`src/rtl/i2s_dsp_capture.sv`:
```
// rtl/i2s_dsp_capture.sv - DSP-mode ADC deframer with peak envelope and beat detect
module i2s_dsp_capture #(
  parameter int unsigned SYNC_STAGES    = 2,
  parameter int unsigned BEAT_THRESHOLD = 8000,
  parameter int unsigned HOLDOFF_FRAMES = 12000,
  parameter int unsigned DECAY_SHIFT    = 6
) (
  input  logic        clk,
  input  logic        reset,
  input  logic        enable,
  input  logic        bclk,
  input  logic        adc_lrck,
  input  logic        adc_data,
  output logic [15:0] left_sample,
  output logic [15:0] right_sample,
  output logic        sample_valid,
  output logic        frame_error,
  output logic [15:0] level,
  output logic        beat
);

  localparam int unsigned HW = $clog2(HOLDOFF_FRAMES + 1);

  typedef enum logic {S_WAIT, S_SHIFT} state_t;

  // Equal-depth chains keep bclk, lrck and data aligned to each other.
  logic [SYNC_STAGES-1:0] bclk_sync_q, lrck_sync_q, data_sync_q;
  logic                   bclk_prev_q;
  logic                   bclk_s, lrck_s, data_s, rise;

  state_t        state_q, state_d;
  logic [4:0]    bit_cnt_q, bit_cnt_d;
  logic [31:0]   shift_q, shift_d;
  logic          capture_d, error_d;
  logic [15:0]   left_q, right_q;
  logic          sample_valid_q, frame_error_q;

  logic [16:0]   sum;
  logic [15:0]   mono, mono_neg;
  logic [14:0]   mag;
  logic [15:0]   env_q, env_d, env_decay;
  logic [HW-1:0] holdoff_q, holdoff_d;
  logic          beat_q, beat_d;

  assign bclk_s = bclk_sync_q[SYNC_STAGES-1];
  assign lrck_s = lrck_sync_q[SYNC_STAGES-1];
  assign data_s = data_sync_q[SYNC_STAGES-1];
  assign rise   = bclk_s & ~bclk_prev_q;

  // Synchronize the codec signals into clk and remember last bclk for edge detect.
  always_ff @(posedge clk) begin
    if (!reset) begin
      bclk_sync_q <= '0;
      lrck_sync_q <= '0;
      data_sync_q <= '0;
      bclk_prev_q <= 1'b0;
    end else begin
      bclk_sync_q <= {bclk_sync_q[SYNC_STAGES-2:0], bclk};
      lrck_sync_q <= {lrck_sync_q[SYNC_STAGES-2:0], adc_lrck};
      data_sync_q <= {data_sync_q[SYNC_STAGES-2:0], adc_data};
      bclk_prev_q <= bclk_s;
    end
  end

  // Deframer next state: a rise with lrck high always starts a new frame at bit 0.
  always_comb begin
    state_d   = state_q;
    bit_cnt_d = bit_cnt_q;
    shift_d   = shift_q;
    capture_d = 1'b0;
    error_d   = 1'b0;
    if (!enable) begin
      state_d   = S_WAIT;
      bit_cnt_d = 5'd0;
    end else if (rise) begin
      case (state_q)
        S_WAIT: begin
          if (lrck_s) begin
            shift_d   = {shift_q[30:0], data_s};
            bit_cnt_d = 5'd1;
            state_d   = S_SHIFT;
          end
        end
        S_SHIFT: begin
          shift_d = {shift_q[30:0], data_s};
          if (lrck_s) begin
            error_d   = 1'b1;
            bit_cnt_d = 5'd1;
          end else if (bit_cnt_q == 5'd31) begin
            capture_d = 1'b1;
            bit_cnt_d = 5'd0;
            state_d   = S_WAIT;
          end else begin
            bit_cnt_d = bit_cnt_q + 5'd1;
          end
        end
        default: state_d = S_WAIT;
      endcase
    end
  end

  // Deframer registers and sample latch.
  always_ff @(posedge clk) begin
    if (!reset) begin
      state_q        <= S_WAIT;
      bit_cnt_q      <= 5'd0;
      shift_q        <= 32'd0;
      left_q         <= 16'd0;
      right_q        <= 16'd0;
      sample_valid_q <= 1'b0;
      frame_error_q  <= 1'b0;
    end else begin
      state_q        <= state_d;
      bit_cnt_q      <= bit_cnt_d;
      shift_q        <= shift_d;
      sample_valid_q <= capture_d;
      frame_error_q  <= error_d;
      if (capture_d) begin
        left_q  <= shift_d[31:16];
        right_q <= shift_d[15:0];
      end
    end
  end

  // Mono magnitude; -32768 saturates to 32767 so it fits 15 bits.
  always_comb begin
    sum      = {left_q[15], left_q} + {right_q[15], right_q};
    mono     = sum[16:1];
    mono_neg = ~mono + 16'd1;
    if (mono == 16'h8000)
      mag = 15'h7FFF;
    else if (mono[15])
      mag = mono_neg[14:0];
    else
      mag = mono[14:0];
  end

  // Envelope and beat update once per captured frame.
  always_comb begin
    env_decay = env_q - (env_q >> DECAY_SHIFT);
    env_d     = env_q;
    holdoff_d = holdoff_q;
    beat_d    = 1'b0;
    if (sample_valid_q && enable) begin
      env_d = ({1'b0, mag} > env_q) ? {1'b0, mag} : env_decay;
      if ((32'(mag) >= BEAT_THRESHOLD) && (holdoff_q == '0)) begin
        beat_d    = 1'b1;
        holdoff_d = HW'(HOLDOFF_FRAMES);
      end else if (holdoff_q != '0) begin
        holdoff_d = holdoff_q - HW'(1);
      end
    end
  end

  // Envelope, holdoff and beat registers.
  always_ff @(posedge clk) begin
    if (!reset) begin
      env_q     <= 16'd0;
      holdoff_q <= '0;
      beat_q    <= 1'b0;
    end else begin
      env_q     <= env_d;
      holdoff_q <= holdoff_d;
      beat_q    <= beat_d;
    end
  end

  assign left_sample  = left_q;
  assign right_sample = right_q;
  assign sample_valid = sample_valid_q;
  assign frame_error  = frame_error_q;
  assign level        = env_q;
  assign beat         = beat_q;

endmodule

```
`config.mk`:
```
export PLATFORM = sky130hd
export DESIGN_NAME = i2s_dsp_capture
export DESIGN_NICKNAME = d
export VERILOG_FILES = /design/src/rtl/i2s_dsp_capture.sv
export SDC_FILE = /design/constraint.sdc
export NUM_CORES = 1
export LEC_CHECK = 0
export ABC_AREA = 1
export BUFFER_PORTS_ARGS = -buffer_cell sky130_fd_sc_hd__buf_2
export CORE_UTILIZATION = 50
export DETAILED_ROUTE_END_ITERATION = 8
export PLACE_DENSITY = 0.73
export SLEW_MARGIN = 5
export SYNTH_ARGS = -nofsm -noshare
export SYNTH_HDL_FRONTEND = slang
export SYNTH_SLANG_ARGS = --single-unit
```
`constraint.sdc`:
```
create_clock -name clk -period 5.8 [get_ports clk]
set_input_delay 0.29 -clock clk [delete_from_list [all_inputs] [get_ports clk]]
set_output_delay 0.29 -clock clk [all_outputs]
set_load 0.05 [all_outputs]
```
### Yosys cells after proc, flatten, opt, wreduce, memory -nomap -nowiden

Index checks and enable logic that the tools add are counted.

| storage, ports and cells | value |
|---|---|
| bits in registers | 110 |
| output and inout port bits | 51 |
| input port bits | 6 |

| operators by class | value |
|---|---|
| reduce and logical (&&, ||, !) cells | 10 |
| $add $sub $neg | 5 |
| order comparisons | 2 |
| equal/unequal tests | 3 |
| multiplexer cells | 23 |
| bitwise operators | 4 |

Operators by type and width:

| operator | number |
|---|---|
| 32-bit two-way mux | 3 |
| 32-bit case mux with 2 select lines | 1 |
| 15-bit two-way mux | 2 |
| 14-bit two-way mux | 2 |
| 16-bit by 16-bit adder with 17-bit output | 1 |
| 16-bit equality test (second input constant) | 1 |
| 15-bit by 16-bit greater-than comparator with 1-bit output | 1 |
| 16-bit two-way mux | 1 |
| 16-bit by 10-bit subtractor with 16-bit output | 1 |
| 15-bit by 1-bit adder with 15-bit output (second input constant) | 1 |
| 15-bit by 13-bit greater-or-equal comparator with 1-bit output (second input constant) | 1 |
| 5-bit two-way mux | 3 |
| 15-bit NOT | 1 |
| 14-bit logical NOT | 1 |
| 14-bit nonzero test | 1 |
| 14-bit by 1-bit subtractor with 14-bit output (second input constant) | 1 |
| 5-bit case mux with 2 select lines | 1 |
| 1-bit two-way mux | 9 |
| 2-bit AND reduction | 4 |
| 5-bit by 1-bit adder with 5-bit output (second input constant) | 1 |
| 5-bit equality test (second input constant) | 1 |
| 4-bit AND reduction | 1 |
| 1-bit logical AND | 2 |
| 2-bit inequality test (second input constant) | 1 |
| 4 further kinds | 5 |

### Depth between registers and ports, before layout

| logic depth | value |
|---|---|
| depth in word-level cells | 9 |
| gate-level depth with buffers | 30 |
| gate-level depth less buffers | 29 |

### Worst setup path after synthesis

Ideal clock, no wire load.

| timing path | value |
|---|---|
| kind | register -> register |
| start point | register left_q[1], in the netlist left_sample[1] |
| end point | register env_q[4], in the netlist level[4] |
| slack | 1.754 ns |
| arrival | 3.972 ns |
| library setup time | 0.074 ns |
| cell stages (with the launch flop) | 29 |
| data required time | 5.726 ns |
| cell sequence | dfxtp_1 -> inv_1 -> fa_1 -> inv_1 -> nand3_1 -> nand2_1 -> nand2_1 -> nand2_1 -> nand2_1 -> nand2_1 -> nand2_1 -> nand2_2 -> buf_4 -> nor2_4 -> nand4_2 -> o211ai_1 -> ha_1 -> inv_1 -> nor2_1 -> nor2_1 -> o21a_1 -> o221ai_1 -> nand2_1 -> nand2_1 -> nand2_1 -> nor2_1 -> clkbuf_1 -> nand2_1 -> a31oi_1 |

| on the way | value |
|---|---|
| cells in the longest elaborated chain, start to end | 7 |
| elaborated cells on any way between the ends | 8 |
| classes of those cells | add/sub: 2; order compare: 1; eq/ne: 1; mux: 3; bitwise: 1 |

Ends and longest elaborated chain:

| element | line | RTL |
|---|---|---|
| start: declaration | 35 | `logic [15:0] left_q, right_q;` |
| start signal: assignment | 119 | `left_q <= shift_d[31:16];` |
| 16-bit by 16-bit adder with 17-bit output * | 127 | `sum = {left_q[15], left_q} + {right_q[15], right_q};` |
| 15-bit NOT | 129 | `mono_neg = ~mono + 16'd1;` |
| 15-bit by 1-bit adder with 15-bit output | 129 |  |
| 15-bit two-way mux | 132 | `else if (mono[15])` |
| 15-bit two-way mux * | 130 | `if (mono == 16'h8000)` |
| 15-bit by 16-bit greater-than comparator with 1-bit output | 145 | `env_d = ({1'b0, mag} > env_q) ? {1'b0, mag} : env_decay;` |
| 16-bit two-way mux * | 145 |  |
| end signal: assignment | 162 | `env_q <= env_d;` |
| end: declaration | 41 | `logic [15:0] env_q, env_d, env_decay;` |

Every way passes the cells marked *; elsewhere a longest branch is shown, timed or not.
A chain may end at the register's enable or synchronous reset.

### Worst setup path in the final report

| timing path | value |
|---|---|
| start point | register left_q[1], in the netlist left_sample[1] |
| end point | register env_q[14], in the netlist level[14] |

The elaborated chain is that of the path after synthesis.

==> flow_summary.ini <==
[cells_and_area]
antennaDiodeCount = 0
stdcell_count = 1321
final_layout_size_suffix_gt1_frac = 0.1022
nets = 1193
area_delta_synth_final_pct = 10.71
fillCellCount = 1374

[drt]
drc = 0
wire_per_inst_um = 12.34
firstDrtPassIters = 7
viasPerCell = 5.049
drt_iter0_drc = 490
drt-total-wl_um = 16300
via_count = 6670
ant_nets = 0

[cts]
cts.sinks = 110
htree_levels = 3
cts-root-buf = clkbuf_16
cts-resized-gates = 0
max-clock-path-buffers = 2
clkSlewWorstSetupHoldPaths_ns = 0.07
holdBufCountCts = 0
cts_setup_buffers = 0
insertion_delay_ns = 0.36
cts_tree = yes
cts_buffers = 9

[logic_synthesis]
ys.flop_type = dfxtp_1
synth-warning-count = 0
ys_types = 40
yosysMostFrequentCell = nand2_1
synth.area.top_cells = dfxtp_1 31%, nand2_1 18%, inv_1 8.6%
ys_top_cells_by_count = 335 x nand2_1, 161 x inv_1, 124 x nor2_1
synthesis.area_um2 = 7010
synth_area_per_cell_um2 = 6.367
synth-async-reset-ratio = 0
synth_compound_area_frac = 0.1069
synth_top_family_by_area = simple AND/OR/NAND/NOR gates
synth_mux_area_frac = 0.002856
ys_seq_area_frac = 0.3141
synthesis.nets = 1153
synth_edf_count = 0
ys_ff_latch = 110
synthAdderAreaFrac = 0.08424
synth_area_leader_cell = dfxtp_1
synth_top_cell_area_share = 0.3141
synthSimpleGateAreaFrac = 0.3586
netlist_instances = 1101
synth-xor-area-share = 0.02374

[place]
port_buffers = 56
place_hpwl_um = 12090
place_ws_ns = 1.386
place_congestion = 0.8619
dp.cells = 1306

[sta]
slew_headroom = 0.2620
finClkSkew_ns = 0.01012
layout_setup_ws_ns = 1.351
fin_setup_tns_ns = 0
rsz0062_at_grt = no
clock.fmax_mhz = 224.8
hold_viol = 0
slew_viol_final = 0
period_share = 0.7671
tightest_slew_ns = 1.106
min_period_ns = 4.449
finalSetupViolations = 0

[power]
power.internal_w = 0.001186
powerDensity_nw_per_um2 = 192.1
power.share.clock = 0.476
peakVddDrop_mv = 0.1428
seqPwrFrac = 0.509
power.static_leakage_nw = 4.197
p_total_w = 0.001491
net-switching-power_w = 0.0003051
p_sw_frac = 0.2046
p_comb_frac = 0.016

[die]
die_h_um = 120.4
initial_utilization = 0.5211
design.core.area_um2 = 13450
die_w_um = 120.4
die_area_um2 = 14500
row_count = 42
io_pins = 57

[grt]
gr-total-overflow = 0
grt_pass1_vias = 6066
grtUsageTotal = 0.2400
grt_antenna_before_repair = 0
grt_max_degree = 66
grt_pass1_wl_um = 28140

[worst_setup_path]
crit_family = simple AND/OR/NAND/NOR gates
critPathBufInv = 3
critPathMaxStageDelay_ns = 0.72
worstPathMaxFanout = 17
endpoint_kind = flip-flop
criticalPathCategory = flip-flop to flip-flop
path_common_cell = nand2_1
arrival_ns = 4.73
cp_slowest_cell = nor2_1
crit_required_ns = 6.08
crit_path_start_kind = flip-flop

[run]
maxCapViolCount = 0

[min_path]
holdCritPathClass = primary input to flip-flop

[status]
status = finished, final reports clean
## worst paths after layout
check | startpoint | to | slack [ns] | depth (start not counted)
max | left_sample[1] | level[14] | 1.35 | 25
max reg2reg | left_sample[1] | level[14] | 1.35 | 25
min | adc_lrck | lrck_sync_q[0] | 0.11 | 3
min reg2reg | bclk_sync_q[0] | bclk_sync_q[1] | 0.42 | 2
## cell families (layout without fill, tap and decap cells)
family,after synthesis,count (layout)
compound gates,141,141
flops,110,110
simple gates,583,583
buf+inv,200,244
mux,2,2
xor+xnor,19,19
fa+ha+maj,46,46
## worst register-to-register path, stage by stage (launching register included)
cell and delay, ns:
dfxtp_1 0.38, inv_1 0.08, fa_1 0.46, inv_1 0.11, nand3_1 0.10, nand2_1 0.10, nand2_1 0.07, nand2_1 0.08
nand2_1 0.08, nand2_1 0.06, nand2_1 0.07, nand2_2 0.20, inv_2 0.18, nand2_1 0.14, nand2_1 0.06, nand3_1 0.06
nand3_1 0.12, ha_1 0.32, nand4_1 0.12, nor3_1 0.24, nand2_1 0.09, nand2_1 0.07, nand2_1 0.08, nor2_1 0.72
nand2_1 0.17, a31oi_1 0.21
## routing by layer
| layer | share of wire | global-route usage |
|---|---|---|
| met5 | 0 | 0 |
| met4 | 0.013 | 0.07870 |
| met3 | 0.043 | 0.03302 |
| met2 | 0.45 | 0.3944 |
| met1 | 0.49 | 0.3234 |
## state kept, by name (all words and copies together) (netlist names)
name / count
shift_q: 32
left_sample: 16
level: 16
right_sample: 16
holdoff_q: 14
bit_cnt_q: 5
bclk_sync_q: 2
data_sync_q: 2
lrck_sync_q: 2
bclk_prev_q: 1
beat: 1
frame_error: 1
sample_valid: 1
state_q: 1
## power groups by stage
stage / logic [W] / clock network [W] / registers [W]
finish: 0.0000232 / 0.000709 / 0.000759
global route: 0.0000258 / 0.000757 / 0.000759
CTS: 0.0000233 / 0.000724 / 0.000759
detailed placement: 0.0000231 / 0 / 0.000776
global placement: 0.0000230 / 0 / 0.000776
floorplan: 0.0000157 / 0 / 0.000776
## per-stage QoR
step | area (um^2) | utilization | hold WS (ns)
after CTS | 7761 | 0.5769 | 0.1011
final | 7761 | 0.5769 | 0.1096
after global routing | 7761 | 0.5769 | 0.1198
after floorplan | 7010 | - | 0.3876
after global placement | 7420 | 0.5515 | 0.3946
after detailed placement | 7420 | 0.5515 | 0.4055
## cell usage in the layout (no fill, tap or decap), types with 3 or more instances in the layout
cell type  count
nor2_4         3
o22ai_1        4
xor2_1        17
o21ai_0       67
ha_1          44
nand4_1       17
buf_4          3
and2_1         4
o211ai_1       3
clkbuf_16      9
a21oi_1       49
or2_2          3
a31oi_1        8
inv_1        161
a211oi_1       5
nand2_2       10
nand2_1      335
nor3_1        12
inv_2          9
nand3_1       55
buf_2         56
nor2_1       124
bufinv_16      3
nand3_2        9
dfxtp_1      110
## layout make-up
class,instances,area (um^2),share of cell area
Sequential cell,110,2202,0.2837
Multi-Input combinational cell,791,4056,0.5227
Clock inverter,6,116.4,0.01499
Inverter,170,638.1,0.08222
Timing Repair Buffer,59,302.8,0.03901
Clock buffer,9,225.2,0.02902
Tap cell,176,220.2,0.02837
No activity file was read; power rests on OpenSTA's default activity.
